File: src/rtl/virtual_wire_cmd_bridge.sv
// Bridges a host-driven virtual-wire source word to a valid/ready register-bus command.
// The status and read data go back to the host on the registered probe word.
module virtual_wire_cmd_bridge #(
  parameter int ADDR_WIDTH     = 8,
  parameter int DATA_WIDTH     = 32,
  parameter int STABLE_CYCLES  = 4,
  parameter int TIMEOUT_CYCLES = 1024,
  localparam int SW = ADDR_WIDTH + DATA_WIDTH + 2,
  localparam int PW = DATA_WIDTH + 3
) (
  input  logic                  rx_clk,
  input  logic                  rx_reset_n,
  input  logic [SW-1:0]         rx_source,
  output logic [PW-1:0]         tx_probe,
  output logic                  tx_cmd_valid,
  input  logic                  rx_cmd_ready,
  output logic                  tx_cmd_write,
  output logic [ADDR_WIDTH-1:0] tx_cmd_addr,
  output logic [DATA_WIDTH-1:0] tx_cmd_wdata,
  input  logic                  rx_rsp_valid,
  input  logic [DATA_WIDTH-1:0] rx_rsp_rdata
);

  localparam int CW = $clog2(STABLE_CYCLES + 1);
  localparam int TW = $clog2(TIMEOUT_CYCLES + 1);
  localparam logic [CW-1:0] CNT_LAST = CW'(STABLE_CYCLES - 1);
  localparam logic [TW-1:0] TMO_LAST = TW'(TIMEOUT_CYCLES - 1);

  typedef enum logic [2:0] {IDLE, SETTLE, ISSUE, WAIT_RESP, DONE} state_t;

  state_t                state, state_n;
  logic [SW-1:0]         src_q, snap;
  logic [CW-1:0]         cnt;
  logic [TW-1:0]         tmo;
  logic                  ack_seq, busy, err, err_n;
  logic [DATA_WIDTH-1:0] rdata, rdata_n;

  logic snap_load, cnt_clr, cnt_inc, tmo_clr, tmo_inc;
  logic busy_set, busy_clr, rsp_take, tmo_fire, done;

  assign tx_probe     = {ack_seq, busy, err, rdata};
  assign tx_cmd_valid = (state == ISSUE);
  assign tx_cmd_write = snap[SW-2];
  assign tx_cmd_addr  = snap[SW-3 -: ADDR_WIDTH];
  assign tx_cmd_wdata = snap[DATA_WIDTH-1:0];

  always_ff @(posedge rx_clk or negedge rx_reset_n) begin
    if (!rx_reset_n) state <= IDLE;
    else             state <= state_n;
  end

  always_comb begin
    state_n   = state;
    snap_load = 1'b0;
    cnt_clr   = 1'b0;
    cnt_inc   = 1'b0;
    tmo_clr   = 1'b0;
    tmo_inc   = 1'b0;
    busy_set  = 1'b0;
    busy_clr  = 1'b0;
    rsp_take  = 1'b0;
    tmo_fire  = 1'b0;
    done      = 1'b0;
    case (state)
      IDLE: begin
        if (src_q[SW-1] != ack_seq) begin
          state_n   = SETTLE;
          snap_load = 1'b1;
          cnt_clr   = 1'b1;
          busy_set  = 1'b1;
        end
      end
      SETTLE: begin
        if (src_q != snap) begin
          // A changed word whose seq matches ack_seq means the host withdrew the command
          if (src_q[SW-1] == ack_seq) begin
            state_n  = IDLE;
            busy_clr = 1'b1;
          end else begin
            snap_load = 1'b1;
            cnt_clr   = 1'b1;
          end
        end else if (cnt == CNT_LAST) begin
          state_n = ISSUE;
          tmo_clr = 1'b1;
        end else begin
          cnt_inc = 1'b1;
        end
      end
      ISSUE: begin
        tmo_inc = 1'b1;
        if (rx_cmd_ready) begin
          if (rx_rsp_valid) begin
            state_n  = DONE;
            rsp_take = 1'b1;
          end else begin
            state_n = WAIT_RESP;
          end
        end else if (tmo == TMO_LAST) begin
          state_n  = DONE;
          tmo_fire = 1'b1;
        end
      end
      WAIT_RESP: begin
        tmo_inc = 1'b1;
        if (rx_rsp_valid) begin
          state_n  = DONE;
          rsp_take = 1'b1;
        end else if (tmo == TMO_LAST) begin
          state_n  = DONE;
          tmo_fire = 1'b1;
        end
      end
      DONE: begin
        state_n = IDLE;
        done    = 1'b1;
      end
      default: state_n = IDLE;
    endcase
  end

  always_ff @(posedge rx_clk or negedge rx_reset_n) begin
    if (!rx_reset_n) begin
      src_q   <= '0;
      snap    <= '0;
      cnt     <= '0;
      tmo     <= '0;
      ack_seq <= 1'b0;
      busy    <= 1'b0;
      err     <= 1'b0;
      err_n   <= 1'b0;
      rdata   <= '0;
      rdata_n <= '0;
    end else begin
      src_q <= rx_source;
      if (snap_load) snap <= src_q;
      if (cnt_clr)      cnt <= '0;
      else if (cnt_inc) cnt <= cnt + 1'b1;
      if (tmo_clr)      tmo <= '0;
      else if (tmo_inc) tmo <= tmo + 1'b1;
      if (busy_set) busy <= 1'b1;
      if (busy_clr) busy <= 1'b0;
      if (rsp_take) begin
        rdata_n <= snap[SW-2] ? '0 : rx_rsp_rdata;
        err_n   <= 1'b0;
      end
      if (tmo_fire) begin
        rdata_n <= '0;
        err_n   <= 1'b1;
      end
      // Whole status word changes on one edge so the host never reads a torn result
      if (done) begin
        rdata   <= rdata_n;
        err     <= err_n;
        ack_seq <= snap[SW-1];
        busy    <= 1'b0;
      end
    end
  end

endmodule
File: config.mk
export PLATFORM = sky130hd
export DESIGN_NAME = virtual_wire_cmd_bridge
export DESIGN_NICKNAME = d
export VERILOG_FILES = /design/src/rtl/virtual_wire_cmd_bridge.sv
export SDC_FILE = /design/constraint.sdc
export NUM_CORES = 1
export LEC_CHECK = 0
export ABC_AREA = 1
export CAP_MARGIN = 30
export CORE_MARGIN = 4
export CORE_UTILIZATION = 55
export DETAILED_ROUTE_END_ITERATION = 10
export GPL_TIMING_DRIVEN = 0
export PLACE_DENSITY = 0.93
export SYNTH_ARGS = -nofsm -noshare
export SYNTH_HDL_FRONTEND = slang
export SYNTH_SLANG_ARGS = --single-unit
File: constraint.sdc
create_clock -name rx_clk -period 3.7 [get_ports rx_clk]
set_input_delay 0.37 -clock rx_clk [delete_from_list [all_inputs] [get_ports rx_clk]]
set_output_delay 0.37 -clock rx_clk [all_outputs]
set_load 0.02 [all_outputs]
# Word level (Yosys, flattened, before mapping)
# Cells that the tools add are included.
[word_totals] regBits=169 inputBits=78 out_inout_bits=77 elab_cells=76
[op_classes] n_addsub=2 n_eq_ne=12 n_mux=44 n_reduce_logical=7
[op_table] op="two-way mux 32 bit" count=3
[op_table] op="inequality test 42 bit" count=1
[op_table] op="two-way mux 3 bit" count=10
[op_table] op="two-way mux 1 bit" count=25
[op_table] op="two-way mux 11 bit" count=2
[op_table] op="case mux 3 bit (4 select lines)" count=1
[op_table] op="adder 11 x 1 -> 11 bit (second input constant)" count=1
[op_table] op="equality test 11 x 10 -> 1 bit (second input constant)" count=1
[op_table] op="equality test 3 x 2 -> 1 bit (second input constant)" count=3
[op_table] op="inequality test 3 bit (second input constant)" count=2
[op_table] op="case mux 1 bit (2 select lines)" count=3
[op_table] op="nonzero test 2 bit" count=3
[op_table] op="adder 3 x 1 -> 3 bit (second input constant)" count=1
[op_table] op="equality test 3 x 1 -> 1 bit (second input constant)" count=1
[op_table] op="equality test 3 bit (second input constant)" count=1
[op_table] op="logical NOT 3 bit" count=1
[op_table] op="AND reduction 3 bit" count=1
[op_table] op="nonzero test 3 bit" count=1
[op_table] op="inequality test 2 bit (second input constant)" count=1
[op_table] op="OR reduction 2 bit" count=1
[op_table] op="equality test 1 bit" count=1
[op_table] op="inequality test 1 bit" count=1

# Longest topological paths before layout
# Gate-level depths: netlist (run 1).
[depth] depth_word=6 mapped_depth=14 depth_no_buf=14

# Worst setup path after synthesis (run 1)
# No wires, ideal clock.
[synth_timing] path_type="register to register" startpoint="register snap[40]" endpoint="register snap[18]" setup_ns=0.117 t_arrival_ns=1.587 slack_ns=1.996 path_stages_with_launch=14 path_cell_list="dfrtp_1 inv_2 nand2_1 nand2_1 nand2_1 nor2_1 nand3_1 nor2_2 nand2_1 nand3_4 nand2_4 buf_6 nand2_1 nand2_1"
[synth_between] elab_chain_cells=3
[synth_rtl] element="start, declared" line="32" source="logic [SW-1:0] src_q, snap;"
[synth_rtl] element="start signal, assigned" line="136" source="if (snap_load) snap <= src_q;"
[synth_rtl] element="inequality test 42 bit" line="74" source="if (src_q != snap) begin"
[synth_rtl] element="two-way mux 1 bit" line="74"
[synth_rtl] element="case mux 1 bit (2 select lines)" line="64" source="case (state)"
# No other way between the ends.
# A chain may end at the register's enable or synchronous reset.

# Worst setup path in the final report (run 1)
[layout_timing] startpoint="register state[1]" endpoint="output port tx_cmd_valid"
[layout_between] elab_chain_cells=1
[layout_rtl] element="start, declared" line="31" source="state_t state, state_n;"
[layout_rtl] element="start signal, assigned" line="49" source="else state <= state_n;"
[layout_rtl] element="equality test 3 x 2 -> 1 bit" line="42" source="assign tx_cmd_valid = (state == ISSUE);"
[layout_rtl] element="end, declared" line="15" source="output logic tx_cmd_valid,"
# No other way between the ends.

==> results of run 1 <==
## kinds of logic (layout without fill, tap and decap cells)
| logic type | count (synthesis) | count (layout) |
|---|---|---|
| AND/OR/NAND/NOR | 371 | 371 |
| flip-flops | 169 | 169 |
| buffers and inverters | 148 | 336 |
| AO/OA/AOI/OAI | 53 | 53 |
| multiplexers | 32 | 32 |
| XOR/XNOR | 30 | 30 |
| adder cells (fa/ha/maj) | 3 | 3 |
## stage by stage
step	setup TNS (ps)	utilization, %
after global placement	-766630	69.8
after global routing	0	74.5
final	0	74.5
after detailed placement	0	70.0
after floorplan	0	-
after CTS	0	74.5
## flip-flops by register name, indices dropped and copies added, names as in the netlist
| register | flops |
|---|---|
| ack_seq | 1 |
| tmo | 11 |
| src_q | 42 |
| cnt | 3 |
| rdata_n | 32 |
| err_n | 1 |
| state | 3 |
| rdata | 32 |
| err | 1 |
| snap | 42 |
| busy | 1 |
## routing by layer
metal / global-route usage [%] / share of wire (%) / up-vias
li1: - / - / 2855
met1: 27.0 / 39 / 2877
met2: 40.7 / 51 / 201
met3: 8.10 / 6.8 / 42
met4: 10.3 / 3.3 / 0
met5: 0 / 0 / -
## power groups by stage
stage               Sequential [mW]  Clock [mW]  Combinational [mW]
floorplan                      2.42           0                1.45
global placement               2.45           0                2.23
detailed placement             2.47           0                2.31
CTS                            2.45        1.80                2.35
global route                   2.49        1.89                2.53
finish                         2.45        1.78                2.33
## cell usage in the layout (no fill, tap or decap), drive strengths merged, types with 2 or more instances in the layout
cell type and instances:
a21oi 36, buf 62, bufinv 2, clkbuf 32, clkdlybuf4s50 153, clkinv 3
clkinvlp 4, dfrtp 169, ha 3, inv 79, mux2 32, nand2 223
nand3 95, nand3b 2, nand4 5, nor2 41, nor3 4, o211ai 2
o21ai 10, o21bai 2, xnor2 27, xor2 3
## worst max-delay path: cells and delay by family, from the launching register on
family	cells	cell delay, ps
buffers and inverters	3	900
flip-flops	1	410
AND/OR/NAND/NOR	2	340
## worst paths after layout
| path | startpoint | end | depth (start not counted) | slack [ps] |
|---|---|---|---|---|
| max in group asynchronous | rx_reset_n | err$_DFFE_PN0N_ | 3 | 2380 |
| max reg2reg | snap[31]$_DFFE_PN0P_ | snap[40]$_DFFE_PN0P_ | 10 | 1610 |
| min in group asynchronous | rx_reset_n | src_q[39]$_DFF_PN0_ | 2 | 530 |
| max | state[1]$_DFFE_PN0P_ | tx_cmd_valid | 5 | 1260 |
| min reg2reg | src_q[36]$_DFF_PN0_ | snap[36]$_DFFE_PN0P_ | 2 | 490 |
| min | rx_source[0] | src_q[0]$_DFF_PN0_ | 1 | 380 |
## cell type report
class,count,area share [%]
buffer,72,5.01
sequential,169,42.5
tap,176,2.21
timing repair buffer,156,15.9
clock buffer,20,4.59
inverter,76,2.87
multi-input combinational,489,25.5
clock inverter,12,1.40
==> flow_metrics.tcl, run 1 <==
set metrics [dict create \
    run_status "finished, final reports clean" \
    vdd_drop_max_uv 510 \
    yosysTopAreaCellShare_pct 56.0 \
    overflow 0 \
    stdcell_area_um2 9950 \
    worstMarginPinSlew_ps 702 \
    leakagePower_nw 4.83 \
    totalWireLength_mm 18.0 \
    synthCells 806 \
    fmax_ghz 0.410 \
    grt_pass1_wl_mm 29.6 \
    crit_type "register to output port" \
    synth_compound_area_share_pct 3.81 \
    wl_per_cell_um 15.4 \
    clock_path_buffers 2 \
    worst_path_most_repeated_cell "inv_1" \
    rsz0062_at_grt "false" \
    finalHoldViolations 0 \
    synth_commonest_cells "nand2_1 (222), dfrtp_1 (169), nand3_1 (94)" \
    vias_per_cell 5.11 \
    period_minus_slack_ps 2440 \
    synth_top_family_by_area "simple AND/OR/NAND/NOR gates" \
    seq_power_share_pct 37.4 \
    synth-main-ff-cell "dfrtp_1" \
    clock_latency_ps 430 \
    cp.required_ps 3330 \
    num_vias 5975 \
    chipWidth_um 125 \
    pwr-share-clk_pct 27.1 \
    placed_cell_area_um2 9340 \
    p_sw_share_pct 34.0 \
    slew_headroom_pct 52.9 \
    port_buffers 154 \
    synth_fp_nets 887 \
    synth-xor-area-share_pct 3.48 \
    cp-end-kind "output port" \
    ys_types 33 \
    synth_most_common_cell "nand2_1" \
    dp.cells 1137 \
    drv_slew 0 \
    coreArea_um2 13300 \
    cp_max_fo 8 \
    place_congestion 0.817 \
    ys_ff_latch 169 \
    drive_gt1_share_pct 13.6 \
    synthAdderAreaFrac_pct 0.497 \
    firstDrtPassIters 5 \
    hold_buffers 1 \
    grt_usage_pct 23.7 \
    muxShareOfSynthArea_pct 4.77 \
    crit_path_cell_trace "inv_1 -> nor2_2 -> inv_1 -> nor2_1 -> clkdlybuf4s50_1" \
    die_h_um 125 \
    setup-violations-final 0 \
    crit_slowest_cell "clkdlybuf4s50_1" \
    power_frac_comb_pct 35.6 \
    multiInputGateArea_um2 2540 \
    cts.repair.resized 0 \
    startpoint_type "register" \
    yosysTopAreaCell "dfrtp_1" \
    dieArea_um2 15700 \
    synth_area_um2 7550 \
    slowest_delay_ps 650 \
    io_pins 155 \
    tritoncts "yes" \
    drv_cap 0 \
    powerDensity_nw_per_um2 659 \
    hp-class "input port to register" \
    yosysWarnings 0 \
    post_cts_buffers 0 \
    net-switching-power_mw 2.23 \
    nNetsFinal 1062 \
    seq_area_frac_synth_pct 56.0 \
    cts.sinks 169 \
    path_clk_slew_ps 70 \
    ant_nets 0 \
    ys_async_sr_fraction_pct 100 \
    clock_skew_ps 8.13 \
    critPathArrivalTime_ps 2070 \
    drt_iter0_markers 461 \
    syn_to_final_growth_pct 31.8 \
    avgSynthCellArea_um2 9.37 \
    synth_top_cells_by_area "dfrtp_1 (56%), nand2_1 (11%), nand3_1 (6.2%)" \
    place_hpwl_mm 12.4 \
    place_ws_ps 1540 \
    grt_pass1_vias 6238 \
    synth-simple-area-share_pct 21.0 \
    antenna_found_initial 0 \
    synth_edf_count 0 \
    std_cell_rows 42 \
    grt_max_degree 92 \
    ff_latch_area_um2 4230 \
    fin_cells 1170 \
    cts_buffers 17 \
    fin_crit_sh_pct 65.9 \
    start_util_pct 56.6 \
    fillers 892 \
    power.internal_mw 4.33 \
    hold_slack_ps 376 \
    diodes 0 \
    htreeDepth 4 \
    setup_ws_ps 1260 \
    power_mw 6.56 \
    clockRootBuffer "clkbuf_16" \
    drc 0 \
]
Power figures use the tool's default switching activity.
==> inputs of run 2 (changes only) <==
--- a/config.mk
+++ b/config.mk
@@ -8,10 +8,10 @@
 export ABC_AREA = 1
 export CAP_MARGIN = 30
 export CORE_MARGIN = 4
-export CORE_UTILIZATION = 55
+export CORE_UTILIZATION = 52
 export DETAILED_ROUTE_END_ITERATION = 10
 export GPL_TIMING_DRIVEN = 0
-export PLACE_DENSITY = 0.93
+export PLACE_DENSITY = 0.89
 export SYNTH_ARGS = -nofsm -noshare
 export SYNTH_HDL_FRONTEND = slang
 export SYNTH_SLANG_ARGS = --single-unit
==> constraint.sdc (replaced) <==
create_clock -name rx_clk -period 2.3 [get_ports rx_clk]
set_input_delay 0.23 -clock rx_clk [delete_from_list [all_inputs] [get_ports rx_clk]]
set_output_delay 0.23 -clock rx_clk [all_outputs]
set_load 0.02 [all_outputs]
==> run 2 against run 1 <==
Register-to-register slack lost 1400 ps. Largest power group unchanged. First-iteration DRC count fell by 6.3%. Combinational power increased by 60%. Core utilization shrank 4.0 points. Clock skew up 1.5 ps. Count of clock-buffer cells in the layout unchanged. Sequential power up 61%. Cell area is 0.44% lower. Critical path type is now register to register. Die area rose by 5.4%.
==> flow_metrics.tcl, run 2 (synthesized netlist as in run 1, its figures left out) <==
set metrics [dict create \
    firstDrtPassIters 5 \
    io_pins 155 \
    ant_nets 0 \
    port_buffers 154 \
    cp-end-kind "register" \
    slew_headroom_pct 57.2 \
    rsz0062_at_grt "false" \
    fin_cells 1172 \
    fmax_ghz 0.487 \
    critPathArrivalTime_ps 2350 \
    power.internal_mw 6.80 \
    drc 0 \
    antenna_found_initial 0 \
    std_cell_rows 43 \
    net-switching-power_mw 3.52 \
    grt_pass1_vias 6137 \
    final_cell_mix "nand2_1 (222), dfrtp_1 (169), clkdlybuf4s50_1 (152), nand3_1 (94), inv_1 (74)" \
    clockRootBuffer "clkbuf_16" \
    grt_usage_pct 22.9 \
    setup-violations-final 0 \
    clock_skew_ps 9.62 \
    diodes 0 \
    layout_commonest_cell "nand2_1" \
    worstMarginPinSlew_ps 639 \
    finalHoldViolations 0 \
    clock_path_buffers 2 \
    cts.sinks 169 \
    overflow 0 \
    holdPathStages 1 \
    p_sw_share_pct 34.1 \
    reg2reg_from "tmo[0]$_DFFE_PN0P_" \
    seq_power_share_pct 38.3 \
    drv_slew 0 \
    r2r-end "rdata_n[20]$_DFFE_PN0P_" \
    grt_max_degree 89 \
    crit_slowest_cell "dfrtp_1" \
    hold_slack_ps 247 \
    leakagePower_nw 4.82 \
    vias_per_cell 5.03 \
    dp.cells 1141 \
    clock_latency_ps 420 \
    chipWidth_um 128 \
    vdd_drop_max_uv 625 \
    run_status "finished, final reports clean" \
    place_ws_ps 199 \
    coreArea_um2 14000 \
    htreeDepth 4 \
    cts_buffers 17 \
    cp.required_ps 2590 \
    hp-class "input port to register" \
    grt_pass1_wl_mm 30.0 \
    startpoint_type "register" \
    start_util_pct 53.8 \
    path_clk_slew_ps 60 \
    drt_iter0_markers 432 \
    die_h_um 128 \
    fin_crit_sh_pct 89.3 \
    cp_max_fo 10 \
    post_cts_buffers 0 \
    drv_cap 0 \
    drive_gt1_share_pct 13.3 \
    timing.critical_path.buf_inv 2 \
    setup_ws_ps 246 \
    nNetsFinal 1062 \
    r2r_slack_ps 250 \
    crit_path_cell_trace "ha_1 -> inv_1 -> nor3_2 -> nand2_1 -> nor3_2 -> nand2_1 -> nor2_2 -> buf_6 -> a21oi_1" \
    place_congestion 0.788 \
    num_vias 5898 \
    wl_per_cell_um 15.3 \
    tritoncts "yes" \
    totalWireLength_mm 18.0 \
    crit_type "register to register" \
    r2r.worst_path.cells 9 \
    power_mw 10.3 \
    slowest_delay_ps 390 \
    hp-start "rx_source[3]" \
    dieArea_um2 16500 \
    powerDensity_nw_per_um2 1040 \
    syn_to_final_growth_pct 31.2 \
    fillers 1000 \
    place_hpwl_mm 12.4 \
    pwr-share-clk_pct 25.7 \
    period_minus_slack_ps 2050 \
    power_frac_comb_pct 36.0 \
    path_delay_family "simple AND/OR/NAND/NOR gates" \
    top_regs "snap (42), src_q (42)" \
    holdPathEnd "src_q[3]$_DFF_PN0_" \
]
## run 2: how the worst max path moves through the flow
| stage | startpoint | to | slack (ps) | depth (start not counted) |
|---|---|---|---|---|
| global placement | rx_reset_n | rdata[24]$_DFFE_PN0N_ | -5810 | 1 |
| finish | tmo[0]$_DFFE_PN0P_ | rdata_n[20]$_DFFE_PN0P_ | 250 | 9 |
| CTS | state[1]$_DFFE_PN0P_ | tx_cmd_valid | 50 | 5 |
| global route | tmo[0]$_DFFE_PN0P_ | rdata_n[5]$_DFFE_PN0P_ | 70 | 9 |
| floorplan | snap[40]$_DFFE_PN0P_ | snap[18]$_DFFE_PN0P_ | 600 | 13 |
| detailed placement | rx_rsp_valid | rdata_n[5]$_DFFE_PN0P_ | 200 | 8 |
## run 2: worst reg2reg max path: stages (launching register included)
cell and delay (ps):
dfrtp_1 390, ha_1 190, inv_1 60, nor3_2 180, nand2_1 140, nor3_2 200
nand2_1 190, nor2_2 320, buf_6 200, a21oi_1 60
## run 2: repair_timing
item	4_1_cts	5_1_grt
resized for setup	0	1
setup endpoints to repair	0	1
hold buffers	1	0
hold endpoints to repair	87	0
## run 2: area by class of cell
cell class | instances | area, um^2 | area share, %
flip-flops and latches | 169 | 4230 | 42.7
multi-input cells | 489 | 2540 | 25.6
repair buffers | 156 | 1590 | 16.0
plain buffers | 72 | 498 | 5.03
clock buffers | 20 | 447 | 4.51
inverters | 76 | 285 | 2.88
well taps | 180 | 225 | 2.27
clock inverters | 10 | 97.6 | 0.985
## run 2: power groups by stage
stage | Combinational, mW | Sequential, mW | Clock, mW
4_1_cts | 3.75 | 3.94 | 2.69
3_3_place_gp | 3.59 | 3.94 | 0
3_5_place_dp | 3.70 | 3.99 | 0
6_report | 3.72 | 3.95 | 2.65
5_1_grt | 4.06 | 4.02 | 2.82
2_1_floorplan | 2.33 | 3.90 | 0
## run 2: per-layer routing
layer | vias up | share of wire, % | track usage [%]
met3 | 31 | 6.1 | 6.43
met5 | - | 0 | 0
met1 | 2838 | 40 | 28.9
met4 | 0 | 2.4 | 7.60
met2 | 173 | 51 | 38.5
li1 | 2856 | - | -
## run 2: stage by stage
step | area (um^2) | TNS (ps) | utilization [%]
after floorplan | 7550 | 0 | -
after global placement | 9320 | -980090 | 66.3
after detailed placement | 9350 | 0 | 66.6
after CTS | 9900 | 0 | 70.5
after global routing | 9910 | 0 | 70.5
final | 9910 | 0 | 70.5
==> inputs of run 3 (changes only) <==
--- a/config.mk
+++ b/config.mk
@@ -9,6 +9,7 @@
 export CAP_MARGIN = 30
 export CORE_MARGIN = 4
 export CORE_UTILIZATION = 52
+export CTS_CLUSTER_SIZE = 16
 export DETAILED_ROUTE_END_ITERATION = 10
 export GPL_TIMING_DRIVEN = 0
 export PLACE_DENSITY = 0.89
==> results of run 3 <==
Final layout, timing and power as in run 2 (identical DEF).
